## config.mk

```make
export PLATFORM = sky130hd
export DESIGN_NAME = victim_ctrl
export DESIGN_NICKNAME = d
export VERILOG_FILES = /design/src/rtl/victim_ctrl.sv
export SDC_FILE = /design/constraint.sdc
export NUM_CORES = 2
export LEC_CHECK = 0
export CORE_AREA = 2 2 333 335
export DETAILED_ROUTE_END_ITERATION = 6
export DIE_AREA = 0 0 335 337
export PLACE_DENSITY = 0.62
export SYNTH_ARGS = -nofsm -noshare
export SYNTH_HDL_FRONTEND = slang
export SYNTH_SLANG_ARGS = --single-unit
```

## constraint.sdc

```tcl
create_clock -name clk -period 25.8 [get_ports clk]
set_clock_uncertainty 0.1 [all_clocks]
set_input_delay 2.58 -clock clk [delete_from_list [all_inputs] [get_ports clk]]
set_output_delay 2.58 -clock clk [all_outputs]
set_load 0.01 [all_outputs]
```

## src/rtl/victim_ctrl.sv

```systemverilog
// Victim buffer controller: 16 tag entries in front of an external line array and L2.
// Optional hit/miss counters are enabled with `define VICTIM_STATS_EN.
module victim_ctrl #(
  parameter int WIDTH = 128,
  parameter int TAGW  = 12
) (
  input  logic             clk,
  input  logic             reset,
  input  logic             l1_evict,
  input  logic [TAGW-1:0]  l1_evict_tag,
  input  logic [WIDTH-1:0] l1_evict_data,
  input  logic             l1_evict_dirty,
  input  logic             l1_req,
  input  logic [TAGW-1:0]  l1_req_tag,
  output logic             l1_ready,
  output logic             l1_resp,
  output logic [WIDTH-1:0] l1_rdata,
  output logic             va_write,
  output logic [3:0]       va_index,
  output logic [WIDTH-1:0] va_datain,
  input  logic [WIDTH-1:0] va_rline,
  output logic             mem_read,
  output logic             mem_write,
  output logic [15:0]      mem_addr,
  output logic [WIDTH-1:0] mem_wdata,
  input  logic [WIDTH-1:0] mem_rdata,
  input  logic             mem_resp,
  output logic [15:0]      hit_count,
  output logic [15:0]      miss_count
);

  localparam logic [2:0] S_IDLE   = 3'd0;
  localparam logic [2:0] S_LOOKUP = 3'd1;
  localparam logic [2:0] S_HIT    = 3'd2;
  localparam logic [2:0] S_WB     = 3'd3;
  localparam logic [2:0] S_ALLOC  = 3'd4;
  localparam logic [2:0] S_FETCH  = 3'd5;

  logic [2:0]            r_state;
  logic [15:0]           r_valid;
  logic [15:0]           r_dirty;
  logic [15:0][TAGW-1:0] r_tags;
  logic [3:0]            r_ptr;
  logic [TAGW-1:0]       r_tag;
  logic [TAGW-1:0]       r_old_tag;
  logic [WIDTH-1:0]      r_edata;
  logic                  r_edirty;
  logic [3:0]            r_va_index;
  logic [WIDTH-1:0]      r_rdata;

  logic       w_m_found, w_f_found, w_l_found;
  logic [3:0] w_m_idx, w_f_idx, w_l_idx;
  logic [3:0] w_slot;
  logic       w_use_ptr, w_need_wb, w_fetch_done;

  // Descending scans so the lowest matching index wins.
  always_comb begin
    w_m_found = 1'b0;
    w_m_idx   = 4'd0;
    w_f_found = 1'b0;
    w_f_idx   = 4'd0;
    w_l_found = 1'b0;
    w_l_idx   = 4'd0;
    for (int i = 15; i >= 0; i--) begin
      if (r_valid[i] && r_tags[i] == l1_evict_tag) begin
        w_m_found = 1'b1;
        w_m_idx   = 4'(i);
      end
      if (!r_valid[i]) begin
        w_f_found = 1'b1;
        w_f_idx   = 4'(i);
      end
      if (r_valid[i] && r_tags[i] == r_tag) begin
        w_l_found = 1'b1;
        w_l_idx   = 4'(i);
      end
    end
  end

  assign w_use_ptr = !w_m_found && !w_f_found;
  assign w_slot    = w_m_found ? w_m_idx : (w_f_found ? w_f_idx : r_ptr);
  assign w_need_wb = r_valid[w_slot] && r_dirty[w_slot] && (r_tags[w_slot] != l1_evict_tag);

  always_ff @(posedge clk or posedge reset) begin
    if (reset) begin
      r_state    <= S_IDLE;
      r_valid    <= '0;
      r_dirty    <= '0;
      r_tags     <= '0;
      r_ptr      <= 4'd0;
      r_tag      <= '0;
      r_old_tag  <= '0;
      r_edata    <= '0;
      r_edirty   <= 1'b0;
      r_va_index <= 4'd0;
      r_rdata    <= '0;
    end else begin
      case (r_state)
        S_IDLE: begin
          // Eviction has priority; a concurrent request waits for the next IDLE.
          if (l1_evict) begin
            r_tag      <= l1_evict_tag;
            r_edata    <= l1_evict_data;
            r_edirty   <= l1_evict_dirty;
            r_va_index <= w_slot;
            r_old_tag  <= r_tags[w_slot];
            if (w_use_ptr) r_ptr <= r_ptr + 4'd1;
            r_state    <= w_need_wb ? S_WB : S_ALLOC;
          end else if (l1_req) begin
            r_tag   <= l1_req_tag;
            r_state <= S_LOOKUP;
          end
        end
        S_LOOKUP: begin
          if (w_l_found) begin
            r_va_index <= w_l_idx;
            r_state    <= S_HIT;
          end else begin
            r_state <= S_FETCH;
          end
        end
        S_HIT: begin
          r_valid[r_va_index] <= 1'b0;
          r_rdata             <= va_rline;
          r_state             <= S_IDLE;
        end
        S_WB: begin
          if (mem_resp) r_state <= S_ALLOC;
        end
        S_ALLOC: begin
          r_valid[r_va_index] <= 1'b1;
          r_dirty[r_va_index] <= r_edirty;
          r_tags[r_va_index]  <= r_tag;
          r_state             <= S_IDLE;
        end
        S_FETCH: begin
          if (mem_resp) begin
            r_rdata <= mem_rdata;
            r_state <= S_IDLE;
          end
        end
        default: r_state <= S_IDLE;
      endcase
    end
  end

  assign w_fetch_done = (r_state == S_FETCH) && mem_resp;

  assign l1_ready  = (r_state == S_IDLE);
  assign l1_resp   = (r_state == S_HIT) || w_fetch_done;
  assign l1_rdata  = (r_state == S_HIT) ? va_rline :
                     (w_fetch_done ? mem_rdata : r_rdata);
  assign va_write  = (r_state == S_ALLOC);
  assign va_index  = r_va_index;
  assign va_datain = r_edata;
  assign mem_read  = (r_state == S_FETCH);
  assign mem_write = (r_state == S_WB);
  assign mem_addr  = (r_state == S_WB)    ? 16'({r_old_tag, 4'b0000}) :
                     (r_state == S_FETCH) ? 16'({r_tag, 4'b0000}) : 16'h0000;
  assign mem_wdata = mem_write ? va_rline : '0;

`ifdef VICTIM_STATS_EN
  logic [15:0] r_hit_cnt;
  logic [15:0] r_miss_cnt;

  always_ff @(posedge clk or posedge reset) begin
    if (reset) begin
      r_hit_cnt  <= 16'h0000;
      r_miss_cnt <= 16'h0000;
    end else begin
      if (r_state == S_HIT && r_hit_cnt != 16'hFFFF)
        r_hit_cnt <= r_hit_cnt + 16'h0001;
      if (r_state == S_LOOKUP && !w_l_found && r_miss_cnt != 16'hFFFF)
        r_miss_cnt <= r_miss_cnt + 16'h0001;
    end
  end

  assign hit_count  = r_hit_cnt;
  assign miss_count = r_miss_cnt;
`else
  assign hit_count  = 16'h0000;
  assign miss_count = 16'h0000;
`endif

endmodule

```

# After elaboration in Yosys (flattened, before gate mapping)
# Cells that the tools add are included.
dict set report totals {
  register_bits 516
  inputBits 414
  output_inout_bits 441
}
dict set report classes {
  n_addsub 1
  n_lt_le_gt_ge 3
  n_eq_ne 43
  n_mux 130
  n_bitwise 3
  reduce_logical 51
}
# operator count
set op_table {}
lappend op_table {{128-bit 2-to-1 mux} 4}
lappend op_table {{12-bit == test} 32}
lappend op_table {{128-bit case mux with 2 select lines} 1}
lappend op_table {{4-bit 2-to-1 mux} 52}
lappend op_table {{192-bit bitwise mux} 1}
lappend op_table {{1-bit 2-to-1 mux} 51}
lappend op_table {{12-bit binary-select mux with 4-bit select} 1}
lappend op_table {{12-bit demux with 4-bit select} 1}
lappend op_table {{12-bit 2-to-1 mux} 4}
lappend op_table {{1-bit logical AND} 37}
lappend op_table {{16-bit 2-to-1 mux} 2}
lappend op_table {{16-bit case mux with 2 select lines} 1}
lappend op_table {{3-bit 2-to-1 mux} 6}
lappend op_table {{16-bit bitwise AND} 1}
lappend op_table {{16-bit bitwise mux} 1}
lappend op_table {{16-bit NOT} 1}
lappend op_table {{16-bit bitwise OR} 1}
lappend op_table {{12-bit inequality test} 1}
lappend op_table {{3-bit case mux with 4 select lines} 1}
lappend op_table {{4-bit by 5-bit < comparator with 1-bit output, second input constant} 2}
lappend op_table {{3-bit AND reduction} 3}
lappend op_table {{1-bit binary-select mux with 4-bit select} 2}
lappend op_table {{4-bit case mux with 2 select lines} 1}
lappend op_table {{2-bit nonzero test} 4}
lappend op_table {{other kinds (13)} 20}

# Depth between registers and ports, before layout
dict set report logic_depth {
  word_depth 26
  ltp_mapped 19
  mapped_depth_nobuf 14
}

# Worst setup path before layout
# OpenSTA, ideal clock, no wires.
dict set report synth_path {
  path_kind {input -> output}
  start {input mem_resp}
  end {output l1_rdata[10]}
  arrival_time_ns 4.115
  required_ns 23.120
  slack_ns 19.005
  stages 7
  cell_sequence {clkbuf_1 -> a21oi_1 -> clkbuf_1 -> buf_1 -> buf_1 -> nand2_1 -> o21ai_0}
}
dict set report synth_between {
  elab_chain_len 3
}
# element line
set synth_lines {}
lappend synth_lines {{start, declared} 27} ;# input logic mem_resp,
lappend synth_lines {{1-bit logical AND} 147} ;# assign w_fetch_done = (r_state == S_FETCH) && mem_resp;
lappend synth_lines {{128-bit 2-to-1 mux} 152} ;# (w_fetch_done ? mem_rdata : r_rdata);
lappend synth_lines {{128-bit 2-to-1 mux} 151} ;# assign l1_rdata = (r_state == S_HIT) ? va_rline :
lappend synth_lines {{end, declared} 17} ;# output logic [WIDTH-1:0] l1_rdata,
# No other way between the ends.

# Worst setup path in the final report
dict set report layout_path {
  start {input mem_resp}
  end {output l1_rdata[98]}
}
# Same word-level chain as after synthesis.

==> run_results.csv <==
group,metric,value,unit
run_status,status,"complete, no violations",
sta,maxSlewViolCount,0,
route,routedWlPerCell,32.26,µm
clock_network,cts_made_buffers,67,
synthesis,synth_edf_count,0,
die,die-area,112900,µm²
grt,antenna_found_initial,120,
power,combPwrFrac,50.9,%
route,drc_errors,0,
sta,hold_violations,0,
worst_setup_path,crit_required,23.12,ns
clock_network,cts_tree,"done",
power,peakVddDrop,85.29,µV
synthesis,yosys_most_used_dff,"dfrtp_1",
hold_path,hold_class,"register to register",
synthesis,async_flop_share,100.0,%
sta,finalSetupViolCount,0,
power,switchingPower,2.396,mW
die,io_pins,855,
die,coreArea,109600,µm²
clock_network,postCtsSetupRepairBufs,0,
synthesis,synthDistinctLibCells,80,
die,chipWidth,335,µm
worst_setup_path,cp-end-kind,"output port",
power,pwr-share-clk,19.4,%
grt,grt_max_degree,172,
power,cellPowerDensity,129.9,nW/µm²
route,drt_pre_antenna_iters,7,
sta,clock.fmax,112.2,MHz
worst_setup_path,critPathTopFamily,"buffers and inverters",
worst_setup_path,critical_path_class,"input port to output port",
sta,tightest_slew,1.226,ns
cells_and_area,area.growth.synth_to_final,38.46,%
sta,fin_crit,8.911,ns
sta,finalSetupTns,0,ns
clock_network,cts.clk_slew.worst_paths,0.06,ns
placement,io_buffers,818,
synthesis,netlist_instances,3234,
grt,grt_pass1_vias,26983,
worst_setup_path,cp.arrival,6.23,ns
clock_network,clkLatencyLatePin,0.68,ns
clock_network,clk_root_buffer_cell,"clkbuf_16",
grt,grt_pass1_wl,233500,µm
grt,grtUsageTotal,30.14,%
sta,fin_crit_sh,34.54,%
flow_run,drv_cap,0,
synthesis,synth-seq-area-share,42.43,%
cells_and_area,drive_gt1_share,10.83,%
synthesis,syn_area_per_cell,9.409,µm²
synthesis,ys_ff_latch,516,
sta,rsz0062_at_grt,"no",
worst_setup_path,cp_num_buf_inv,4,
power,switching_share,43.78,%
worst_setup_path,cp_cell_sequence,"clkdlybuf4s50_1 > a21oi_4 > buf_4 > buf_4 > nand2_1 > o21ai_0 > clkdlybuf4s50_1",
clock_network,htree_levels,3,
route,ant_nets,0,
cells_and_area,final_nets,4335,
die,rows,122,
die,initial_utilization,27.76,%
sta,max_slew_margin,18.27,%
worst_setup_path,cp_max_fo,146,
placement,hpwlAfterDp,136900,µm
synthesis,syn_area,30430,µm²
clock_network,cts.sinks,516,
sta,hold_ws,0.3686,ns
worst_setup_path,slowest_delay,0.94,ns
route,dr.first_iter.drc_count,3090,
clock_network,hold_buffers,0,
worst_setup_path,slowest_stage,"buf_4",
power,internal_power,3.077,mW
placement,gp_congestion,0.9949,
power,p_seq_share,29.7,%
worst_setup_path,critPathLaunchType,"input port",
synthesis,yosys_warnings,0,
grt,globalRoute.totalOverflow,0,
clock_network,clockBufferDepth,3,
die,die_height,337,µm
power,leakage,17.55,nW
route,via_count,28744,
clock_network,post_cts_resized,0,
route,wl,175200,µm
route,vias_per_cell,5.293,
area by class of cell:
class                   instances  area [µm²]
well taps                    1426        1784
fillers                     11020       67470
diodes                         34       85.08
clock inverters                30       589.3
flip-flops and latches        516       12920
multi-input cells            2458       16310
clock buffers                  90        1873
inverters                      13       56.30
repair buffers                864        8513
flip-flops by register name (all words and copies together) (netlist names), named ones only:
signal / flops
va_datain: 128
r_rdata: 128
r_ptr: 4
r_state: 3
r_old_tag: 12
va_index: 4
r_dirty: 16
r_edirty: 1
r_tags: 192
r_tag: 12
cells in the final DEF, fill, tap and decap left out, types with 73 or more instances in the layout:
cell type	count
dfrtp_1	507
clkdlybuf4s50_1	809
and2_1	140
mux2_2	222
xnor2_1	332
nand4_1	73
mux2i_1	222
nand2_1	630
o21ai_0	315
nand3_1	101
path summary, 6_finish.rpt:
kind                                  start            to  slack [ns]  cells past startpoint
worst max-delay path               mem_resp  l1_rdata[98]       16.89                      7
worst min-delay path            r_rdata[84]   r_rdata[84]        0.37                      2
worst max register to register  r_tags[104]    r_state[1]       19.73                     15
worst min register to register  r_rdata[84]   r_rdata[84]        0.37                      2
max in group asynchronous             reset   r_tags[135]       20.81                      4
min in group asynchronous             reset    r_rdata[0]        2.39                      2
stage by stage:
step / cells / instance area, µm² / util [%] / worst slack (ns) / power (mW)
final: 5431 / 42130 / 38.44 / 16.89 / 5.473
after global routing: 5420 / 42110 / 38.42 / 16.55 / 5.740
after CTS: 5397 / 42050 / 38.36 / 16.86 / 5.455
after detailed placement: 5277 / 39590 / 36.12 / 16.86 / 4.377
after global placement: 5277 / 39590 / 36.12 / 16.98 / 4.338
after floorplan: 3269 / 30560 / - / 8.707 / 3.105
cells in the mapped netlist, types with 6 or more instances:
master	number	share of area [%]
a31oi_1	6	0.12
xnor2_1	332	9.6
nor4_1	40	0.82
o21ai_1	6	0.099
nor2b_1	9	0.19
nor3_1	12	0.20
and2_1	141	2.9
o31ai_1	6	0.15
buf_4	58	1.4
nand3_1	101	1.7
o21ai_0	315	5.2
inv_1	13	0.16
xor2_1	59	1.7
nand4_1	73	1.5
buf_1	26	0.32
mux2i_1	222	7.3
nand2_1	631	7.8
nor2_1	65	0.80
or4_1	8	0.20
clkbuf_1	175	2.2
mux2_2	222	8.2
buf_2	16	0.26
a22o_1	12	0.35
and3_1	11	0.23
nand2b_1	12	0.25
o211ai_1	10	0.25
a21oi_1	34	0.56
dfrtp_1	516	42
a311oi_1	6	0.17
cells by family after synthesis:
logic type,count (synthesis),share of synthesized area [%]
compound gates,454,8.754
buf+inv,295,4.618
fa+ha+maj,1,0.04111
simple gates,1130,17.29
xor+xnor,391,11.25
other cells,1,0.01232
mux,446,15.59
flops,516,42.43
metal layers:
layer  up-vias  routed length [µm]  GRT usage, %
met4        52                7721         12.36
met1     14399               69070         37.58
li1      12372                   -             -
met2      1565               80260         47.64
met3       356               17840         10.21
met5         -                 336             0
tightest hold or removal path, cell delays in order (launching register included):
cell	delay, ns
dfrtp_1	0.32
nand2_1	0.05
o21ai_0	0.06
power by group through the flow:
stage | clock network (mW) | logic (mW) | registers (mW)
2_1_floorplan | 0 | 1.61 | 1.49
3_3_place_gp | 0 | 2.72 | 1.61
3_5_place_dp | 0 | 2.76 | 1.62
4_1_cts | 1.08 | 2.77 | 1.61
5_1_grt | 1.11 | 2.97 | 1.66
6_report | 1.06 | 2.79 | 1.63
Power figures use the tool's default switching activity.
